[src/rtl/b_resp_router_if.sv]
// b_resp_router_if: FIFO-front inputs and per-master AXI B channels of b_resp_router
interface b_resp_router_if #(
    parameter int NUM_SLV  = 2,
    parameter int NUM_MST  = 2,
    parameter int ID_WIDTH = 8
);
    localparam int MSEL_W = $clog2(NUM_MST);
    localparam int MID_W  = ID_WIDTH - MSEL_W;
    logic [NUM_SLV-1:0]          fifo_empty;
    logic [NUM_SLV*ID_WIDTH-1:0] fifo_front_BID;
    logic [NUM_SLV*2-1:0]        fifo_front_BRESP;
    logic [NUM_SLV-1:0]          fifo_pop;
    logic [NUM_MST*MID_W-1:0]    BID_M;
    logic [NUM_MST*2-1:0]        BRESP_M;
    logic [NUM_MST-1:0]          BVALID_M;
    logic [NUM_MST-1:0]          BREADY_M;
    logic [NUM_SLV-1:0]          drop_err;
    modport master (
        output fifo_empty, fifo_front_BID, fifo_front_BRESP, BREADY_M,
        input  fifo_pop, BID_M, BRESP_M, BVALID_M, drop_err
    );
    modport slave (
        input  fifo_empty, fifo_front_BID, fifo_front_BRESP, BREADY_M,
        output fifo_pop, BID_M, BRESP_M, BVALID_M, drop_err
    );
endinterface

[src/rtl/b_resp_router.sv]
// b_resp_router: round-robin routes per-slave B FIFO fronts to registered per-master B channels
module b_resp_router #(
    parameter int NUM_SLV  = 2,
    parameter int NUM_MST  = 2,
    parameter int ID_WIDTH = 8
) (
    input logic            ACLK,
    input logic            ARESETn,
    b_resp_router_if.slave bus
);
    localparam int MSEL_W = $clog2(NUM_MST);
    localparam int MID_W  = ID_WIDTH - MSEL_W;
    localparam int PTR_W  = NUM_SLV > 1 ? $clog2(NUM_SLV) : 1;
    logic [MSEL_W-1:0]        tgt [NUM_SLV];
    logic [NUM_SLV-1:0]       req [NUM_MST];
    logic [PTR_W-1:0]         ptr [NUM_MST];
    logic [PTR_W-1:0]         gnt [NUM_MST];
    logic [NUM_MST-1:0]       gv, ld;
    logic [NUM_SLV-1:0]       pop, drop;
    logic [NUM_MST*MID_W-1:0] bid_q;
    logic [NUM_MST*2-1:0]     bresp_q;
    logic [NUM_MST-1:0]       bvalid_q;

    assign ld = ~bvalid_q | bus.BREADY_M;
    assign bus.fifo_pop = ARESETn ? (pop | drop) : '0;
    assign bus.drop_err = ARESETn ? drop : '0;
    assign bus.BID_M    = bid_q;
    assign bus.BRESP_M  = bresp_q;
    assign bus.BVALID_M = bvalid_q;

    always_comb begin
        pop  = '0;
        drop = '0;
        gv   = '0;
        for (int m = 0; m < NUM_MST; m++) begin
            req[m] = '0;
            gnt[m] = '0;
        end
        for (int s = 0; s < NUM_SLV; s++) begin
            tgt[s] = bus.fifo_front_BID[s*ID_WIDTH+MID_W +: MSEL_W];
            if (!bus.fifo_empty[s]) begin
                if (int'(tgt[s]) < NUM_MST) req[tgt[s]][s] = 1'b1;
                else drop[s] = 1'b1;
            end
        end
        // descending scan so the requester closest after ptr is the one left standing
        for (int m = 0; m < NUM_MST; m++)
            for (int k = NUM_SLV - 1; k >= 0; k--)
                if (ld[m] && req[m][(int'(ptr[m]) + k) % NUM_SLV]) begin
                    gv[m]  = 1'b1;
                    gnt[m] = PTR_W'((int'(ptr[m]) + k) % NUM_SLV);
                end
        for (int m = 0; m < NUM_MST; m++)
            if (gv[m]) pop[gnt[m]] = 1'b1;
    end

    always_ff @(posedge ACLK) begin
        if (!ARESETn) begin
            bid_q    <= '0;
            bresp_q  <= '0;
            bvalid_q <= '0;
            for (int m = 0; m < NUM_MST; m++) ptr[m] <= '0;
        end else begin
            for (int m = 0; m < NUM_MST; m++) begin
                if (gv[m]) begin
                    bid_q[m*MID_W +: MID_W] <= bus.fifo_front_BID[int'(gnt[m])*ID_WIDTH +: MID_W];
                    bresp_q[m*2 +: 2]       <= bus.fifo_front_BRESP[int'(gnt[m])*2 +: 2];
                    bvalid_q[m]             <= 1'b1;
                    ptr[m]                  <= PTR_W'((int'(gnt[m]) + 1) % NUM_SLV);
                end else if (bvalid_q[m] && bus.BREADY_M[m]) begin
                    bvalid_q[m] <= 1'b0;
                end
            end
        end
    end
endmodule

[src/flat_wrapper.sv]
// flat-port wrapper written by rule: the top's interface ports become plain ports
module b_resp_router_flat 
#(
    parameter int NUM_SLV  = 2,
    parameter int NUM_MST  = 2,
    parameter int ID_WIDTH = 8
)
  (ACLK, ARESETn, bus_fifo_empty, bus_fifo_front_BID, bus_fifo_front_BRESP, bus_BREADY_M, bus_fifo_pop, bus_BID_M, bus_BRESP_M, bus_BVALID_M, bus_drop_err);
  b_resp_router_if #(.NUM_SLV(NUM_SLV), .NUM_MST(NUM_MST), .ID_WIDTH(ID_WIDTH)) bus_i ();
  input logic ACLK;
  input logic ARESETn;
  input wire logic [$bits(bus_i.fifo_empty)-1:0] bus_fifo_empty;
  input wire logic [$bits(bus_i.fifo_front_BID)-1:0] bus_fifo_front_BID;
  input wire logic [$bits(bus_i.fifo_front_BRESP)-1:0] bus_fifo_front_BRESP;
  input wire logic [$bits(bus_i.BREADY_M)-1:0] bus_BREADY_M;
  output wire logic [$bits(bus_i.fifo_pop)-1:0] bus_fifo_pop;
  output wire logic [$bits(bus_i.BID_M)-1:0] bus_BID_M;
  output wire logic [$bits(bus_i.BRESP_M)-1:0] bus_BRESP_M;
  output wire logic [$bits(bus_i.BVALID_M)-1:0] bus_BVALID_M;
  output wire logic [$bits(bus_i.drop_err)-1:0] bus_drop_err;
  assign bus_i.fifo_empty = bus_fifo_empty;
  assign bus_i.fifo_front_BID = bus_fifo_front_BID;
  assign bus_i.fifo_front_BRESP = bus_fifo_front_BRESP;
  assign bus_i.BREADY_M = bus_BREADY_M;
  assign bus_fifo_pop = bus_i.fifo_pop;
  assign bus_BID_M = bus_i.BID_M;
  assign bus_BRESP_M = bus_i.BRESP_M;
  assign bus_BVALID_M = bus_i.BVALID_M;
  assign bus_drop_err = bus_i.drop_err;
  b_resp_router #(.NUM_SLV(NUM_SLV), .NUM_MST(NUM_MST), .ID_WIDTH(ID_WIDTH)) u_core (.ACLK(ACLK), .ARESETn(ARESETn), .bus(bus_i));
endmodule
[config.mk]
export PLATFORM = sky130hd
export DESIGN_NAME = b_resp_router_flat
export DESIGN_NICKNAME = d
export VERILOG_FILES = /design/src/rtl/b_resp_router_if.sv /design/src/rtl/b_resp_router.sv /design/src/flat_wrapper.sv
export SDC_FILE = /design/constraint.sdc
export NUM_CORES = 1
export LEC_CHECK = 0
export CAP_MARGIN = 20
export CORE_AREA = 3 3 56 58
export DETAILED_ROUTE_END_ITERATION = 10
export DIE_AREA = 0 0 59 61
export PLACE_DENSITY = 0.76
export SYNTH_ARGS = -nofsm -noshare
export SYNTH_HDL_FRONTEND = slang
export SYNTH_SLANG_ARGS = --single-unit
[constraint.sdc]
create_clock -name ACLK -period 1.9 [get_ports ACLK]
set_input_delay 0.285 -clock ACLK [delete_from_list [all_inputs] [get_ports ACLK]]
set_output_delay 0.285 -clock ACLK [all_outputs]
set_load 0.01 [all_outputs]
Word level (Yosys, flattened, before mapping):

Memories as Yosys holds them, arrays and structs flattened.
Cells that the tools add are included.

* bits in registers: 20
* memory bits (writable): 2
* logic and storage cells: 93
* memories: 1

Memories
* u_core.ptr: depth 2, bits a word 1, rd ports 2, clocked after Yosys merged registers in 0, wr ports 2, RTL line b_resp_router.sv:16 `logic [PTR_W-1:0] ptr [NUM_MST];`

* $add $sub $neg: 4
* order comparisons: 12
* shifts and indexed selects: 4
* muxes and demuxes: 44
* bitwise logic cells: 10
* reduce and logical (&&, ||, !) cells: 12

Operator list (number)
* $mux 1: 34
* $shiftx 16x5->7: 2
* $logic_and 1x1->1: 10
* $lt 1x2->1 const B: 4
* $mux 2: 4
* $mux 4: 2
* $shiftx 4x3->2: 2
* $lt 2x3->1 const B: 2
* $add 1x1->1 const B: 4
* $demux 2 s1: 2
* $ge 2x2->1 const B: 2
* $lt 2x1->1 const B: 2
* $not 1->2: 2
* $or 2x2->2: 2
* $or 4x4->4: 1
* $reduce_bool 2->1: 2
* $and 1x1->1 const A: 2
* $demux 1 s1: 2
* $ge 1x1->1 const B: 2
* $not 2->2: 1
* $or 1x1->1: 2

Depth between registers and ports, before layout:

Gate-level depths: netlist of run 1.

* depth after elaboration: 22
* mapped depth: 5
* depth with buffers taken out: 4

Worst setup path before layout of run 1:

Ideal clock, no wire load.

* path kind: reg2out
* from: register u_core.bvalid_q[0] (netlist: u_core.bus.BVALID_M[0])
* to: output port bus_fifo_pop[1]
* arrival: 1418 ps
* required time: 1615 ps
* path slack: 197 ps
* stages on the path, launching flop included: 5
* path buffers: 1
* path through: dfxtp_1 -> nor2b_1 -> or4_4 -> buf_6 -> a21boi_0

* cells in the longest elaborated chain, start to end: 13

RTL lines
* start, declared: RTL line b_resp_router.sv:22 `logic [NUM_MST-1:0] bvalid_q;`
* start signal, assigned: RTL line b_resp_router.sv:61 `bvalid_q <= '0;`
* start signal, assigned by index: RTL line b_resp_router.sv:68 `bvalid_q[m] <= 1'b1;`
* start signal, assigned by index: RTL line b_resp_router.sv:71 `bvalid_q[m] <= 1'b0;`
* $not 2->2 (*): RTL line b_resp_router.sv:24 `assign ld = ~bvalid_q | bus.BREADY_M;`
* $or 2x2->2 (*): RTL line b_resp_router.sv:24
* $logic_and 1x1->1: RTL line b_resp_router.sv:49 `if (ld[m] && req[m][(int'(ptr[m]) + k) % NUM_SLV]) begin`
* $mux 1 (2 in series): RTL line b_resp_router.sv:49
* $lt 1x2->1 (implied by the code) or $ge 1x1->1 (tied branches): RTL line b_resp_router.sv:54 `if (gv[m]) pop[gnt[m]] = 1'b1;`
* $logic_and 1x1->1 (implied by the code): RTL line b_resp_router.sv:54
* $mux 1 (implied by the code): RTL line b_resp_router.sv:54
* $demux 1 s1
* $mux 2 (*): RTL line b_resp_router.sv:54
* $or 2x2->2 (no source line)
* $mux 2 (*): RTL line b_resp_router.sv:54
* $mux 2 (*): RTL line b_resp_router.sv:25 `assign bus.fifo_pop = ARESETn ? (pop | drop) : '0;`
* end, declared: RTL line flat_wrapper.sv:16 `output wire logic [$bits(bus_i.fifo_pop)-1:0] bus_fifo_pop;`

Every way passes the cells marked *; elsewhere a longest branch is shown, timed or not.

Final worst setup path of run 1:

* from: input port bus_fifo_front_BID[15]
* to: output port bus_fifo_pop[0]

* cells in the longest elaborated chain, start to end: 21

RTL lines
* start, declared: RTL line flat_wrapper.sv:13 `input wire logic [$bits(bus_i.fifo_front_BID)-1:0] bus_fifo_front_BID;`
* $not 1->2 (implied by the code) (*): RTL line b_resp_router.sv:42 `if (int'(tgt[s]) < NUM_MST) req[tgt[s]][s] = 1'b1;`
* $ge 2x2->1 (implied by the code) or $lt 2x1->1 (tied branches): RTL line b_resp_router.sv:42
* $logic_and 1x1->1 (implied by the code): RTL line b_resp_router.sv:42
* $mux 2 (implied by the code): RTL line b_resp_router.sv:42
* $demux 2 s1 (*): RTL line b_resp_router.sv:42
* $or 4x4->4 (no source line) (*)
* $mux 4 (*): RTL line b_resp_router.sv:41 `if (!bus.fifo_empty[s]) begin`
* $mux 1 (implied by the code) (3 in series): RTL line b_resp_router.sv:49
* [3 not listed]
* $lt 1x2->1 (implied by the code) or $ge 1x1->1 (tied branches): RTL line b_resp_router.sv:54
* $logic_and 1x1->1 (implied by the code): RTL line b_resp_router.sv:54
* $mux 1 (implied by the code): RTL line b_resp_router.sv:54
* $demux 1 s1
* $mux 2: RTL line b_resp_router.sv:54
* $or 2x2->2 (no source line)
* $mux 2 (*): RTL line b_resp_router.sv:54
* $mux 2 (*): RTL line b_resp_router.sv:25

Every way passes the cells marked *; elsewhere a longest branch is shown, timed or not. The select of a mux whose other input is x is not followed.

==> reports/results.tsv, run 1 <==
stage	metric	value	unit
status	status	complete, no violations	
sta	rsz0062_at_grt	true	
job	cap_viol_max_count	0	
yosys	synth-async-reset-ratio	0	%
sta	finalClockSkew	0.0134	ns
power_and_ir_drop	peakVddDrop	0.441	mV
yosys	seq_area_frac_synth	43.3	%
yosys	synth_top_area_share	37.7	%
drt	wl	3110	µm
layout	drive_gt1_share	21.1	%
cts	cts_tree	yes	
die	num_rows	19	
yosys	ys_warn_count	0	
worst_setup_path	path_class	input pin to primary output	
cts	cts_buffer_depth	2	
worst_setup_path	worst-path-max-fanout	3	
worst_setup_path	crit_path_start_kind	input pin	
worst_setup_path	cp.required	1.62	ns
worst_setup_path	regToRegSetupSlack	0.32	ns
drt	wl_per_cell	15.1	µm
sta	period_needed	1.89	ns
drt	firstDrtPassIters	4	
power_and_ir_drop	p_leak	0.705	nW
worst_setup_path	cp.arrival	1.60	ns
yosys	ys_top_cells_by_area	dfxtp_1 38%, a221o_1 8.5%, nand2_1 7.4%	
drt	drc	0	
worst_setup_path	crit_slowest_cell	clkdlybuf4s50_1	
layout	diodes	0	
cts	post_cts_buffers	0	
layout	seq_area	462	µm²
hold_path	whs_endpoint	u_core.bus.BVALID_M[0]	
global_route	grt_max_degree	21	
yosys	yosysMostFrequentCell	nand2_1	
cts	cts.clk_slew.worst_paths	0.14	ns
hold_path	min_path_cells	4	
die	start_util	39.2	%
cts	cts-root-buf	clkbuf_4	
sta	whs	0.502	ns
yosys	netlist_instances	116	
drt	route.vias.total	1090	
global_route	grt_first_pass_wirelength	4970	µm
cts	clk_latency	0.31	ns
layout	nFillCells	248	
sta	slew_viol_final	0	
cts	clock-sinks	22	
layout	multi_input_area	568	µm²
sta	setup_viol	0	
placed_design	dpl-instance-area	1630	µm²
drt	via_per_inst	5.29	
layout	final_core_util	62.9	%
yosys	synthTopCellsByCount	21 x nand2_1, 20 x dfxtp_1, 10 x and2_1	
hold_path	worstHoldStart	bus_fifo_empty[0]	
yosys	synth_edf_count	2	
drt	antenna_left	0	
global_route	overflow	0	
placed_design	gp_congestion	0.894	
drt	dr.first_iter.drc_count	30	
yosys	yosys.area.top_type	dfxtp_1	
yosys	syn_avg_cell_area	9.16	µm²
worst_setup_path	cp_cell_sequence	clkdlybuf4s50_1 -> buf_4 -> nor2b_4 -> a211oi_2 -> a21oi_2 -> nor2b_1 -> buf_2	
layout	layout.nets	202	
cts	cts_buffers	3	
global_route	grt_pass1_vias	1101	
die	io_pins	50	
layout	final_area	1700	µm²
power_and_ir_drop	p_per_area	678	nW/µm²
die	fp.dieH	61	µm
placed_design	portBuffers	47	
yosys	synth.cell_area	1060	µm²
cts	cts_max_level	1	
hold_path	hold_class	input pin to flop	
sta	hold_viol	0	
global_route	antenna_found_initial	0	
sta	period_share	99.5	%
yosys	ys_seq_elements	22	
die	core_area	2710	µm²
layout	syn2layout_area_growth	60.4	%
worst_setup_path	r2r-end	u_core.bus.BID_M[13]	
worst_setup_path	critical_path.max_stage_delay	0.43	ns
sta	fmax	0.529	GHz
placed_design	dpl.hpwl	2290	µm
worst_setup_path	endpoint_kind	primary output	
yosys	synth_ff_type	dfxtp_1	
worst_setup_path	r2r-start	u_core.bus.BVALID_M[1]	
die	die-area	3600	µm²
global_route	track_usage	17.9	%
die	die_x	59	µm
worst_setup_path	ff2ff_path_depth	5	
yosys	ys_types	32	
-- critical path: cells and delay by family --
kind / cells / cell delay [ns]
AO/OA/AOI/OAI: 2 / 0.35
buffers and inverters: 3 / 0.72
AND/OR/NAND/NOR: 2 / 0.24
-- final cells by class --
| class | count | share of cell area (%) |
|---|---|---|
| repair buffers | 63 | 34.1 |
| inverters | 2 | 0.441 |
| clock buffers | 4 | 2.79 |
| well taps | 31 | 2.28 |
| multi-input cells | 84 | 33.3 |
| flip-flops and latches | 22 | 27.1 |
-- layout by cell type (no fill, tap or decap), types with 2 or more instances in the layout --
cell,netlist,routed
nor2b_4,1,3
dlygate4sd2_1,0,2
buf_2,1,2
buf_4,2,16
a31oi_1,9,9
a21oi_1,3,2
nand2_1,21,21
o21ai_0,9,9
a221o_1,9,9
edfxtp_1,2,2
nor2b_1,5,3
conb_1,1,2
clkbuf_4,0,3
clkdlybuf4s50_1,0,42
dfxtp_1,20,19
inv_1,2,2
and2_1,10,10
-- state kept, by name, indices dropped and copies added, names as in the netlist --
name / count
u_core.bus.BID_M: 14
u_core.bus.BRESP_M: 4
u_core.bus.BVALID_M: 2
u_core.ptr: 2
-- kinds of logic (layout without fill, tap and decap cells) --
family | after synthesis | in the layout | share of synthesized area, %
AND/OR/NAND/NOR | 44 | 44 | 23.2
other | 1 | 2 | 0.353
buffers and inverters | 11 | 69 | 6.95
flip-flops | 22 | 22 | 43.3
AO/OA/AOI/OAI | 38 | 38 | 26.1
-- metrics by stage --
stage               cells    TNS, ns  worst slack, ns  total power (W)
floorplan             117          0            0.197         0.000673
global placement      202      -2.14           -0.385         0.000844
detailed placement    202      -2.72           -0.466         0.000852
CTS                   206  -0.000219        -0.000219          0.00115
global route          206    -0.0423          -0.0366          0.00121
finish                206          0           0.0103          0.00115
-- what timing repair did --
item                       CTS  global route
pin swaps                    4             2
hold buffers                 0             0
setup endpoints to repair    2             2
gates resized for setup     17             4
-- worst max path at each step --
stage | startpoint | depth (start not counted) | end
2_1_floorplan | u_core.bus.BVALID_M[0] | 4 | bus_fifo_pop[1]
3_3_place_gp | bus_BREADY_M[0] | 5 | bus_fifo_pop[1]
3_5_place_dp | bus_fifo_empty[1] | 4 | bus_fifo_pop[1]
4_1_cts | u_core.bus.BVALID_M[0] | 5 | bus_fifo_pop[0]
5_1_grt | u_core.bus.BVALID_M[0] | 5 | bus_fifo_pop[0]
6_report | bus_fifo_front_BID[15] | 7 | bus_fifo_pop[0]
-- where the power goes --
| part | switching [W] | total [W] | leakage (nW) | internal (W) |
|---|---|---|---|---|
| registers | 0.0000220 | 0.000533 | 0.187 | 0.000511 |
| logic | 0.000133 | 0.000316 | 0.492 | 0.000183 |
| clock network | 0.000145 | 0.000306 | 0.0261 | 0.000160 |
-- metal layers --
layer,global-route usage [%],routed length (µm),share of wire [%]
met5,0,0,0
met2,31.9,1560,50
met4,3.24,13,0.42
met3,3.83,218,7.0
met1,22.5,1320,42
Note: power is estimated with default switching activity, not from simulation.
==> run 2, diff against run 1 <==
--- a/config.mk
+++ b/config.mk
@@ -5,6 +5,7 @@
 export SDC_FILE = /design/constraint.sdc
 export NUM_CORES = 1
 export LEC_CHECK = 0
+export ABC_CLOCK_PERIOD_IN_PS = 1900
 export CAP_MARGIN = 20
 export CORE_AREA = 3 3 56 58
 export DETAILED_ROUTE_END_ITERATION = 10
==> results of run 2 <==
No change in the layout: final DEF, timing and power equal those of run 1.
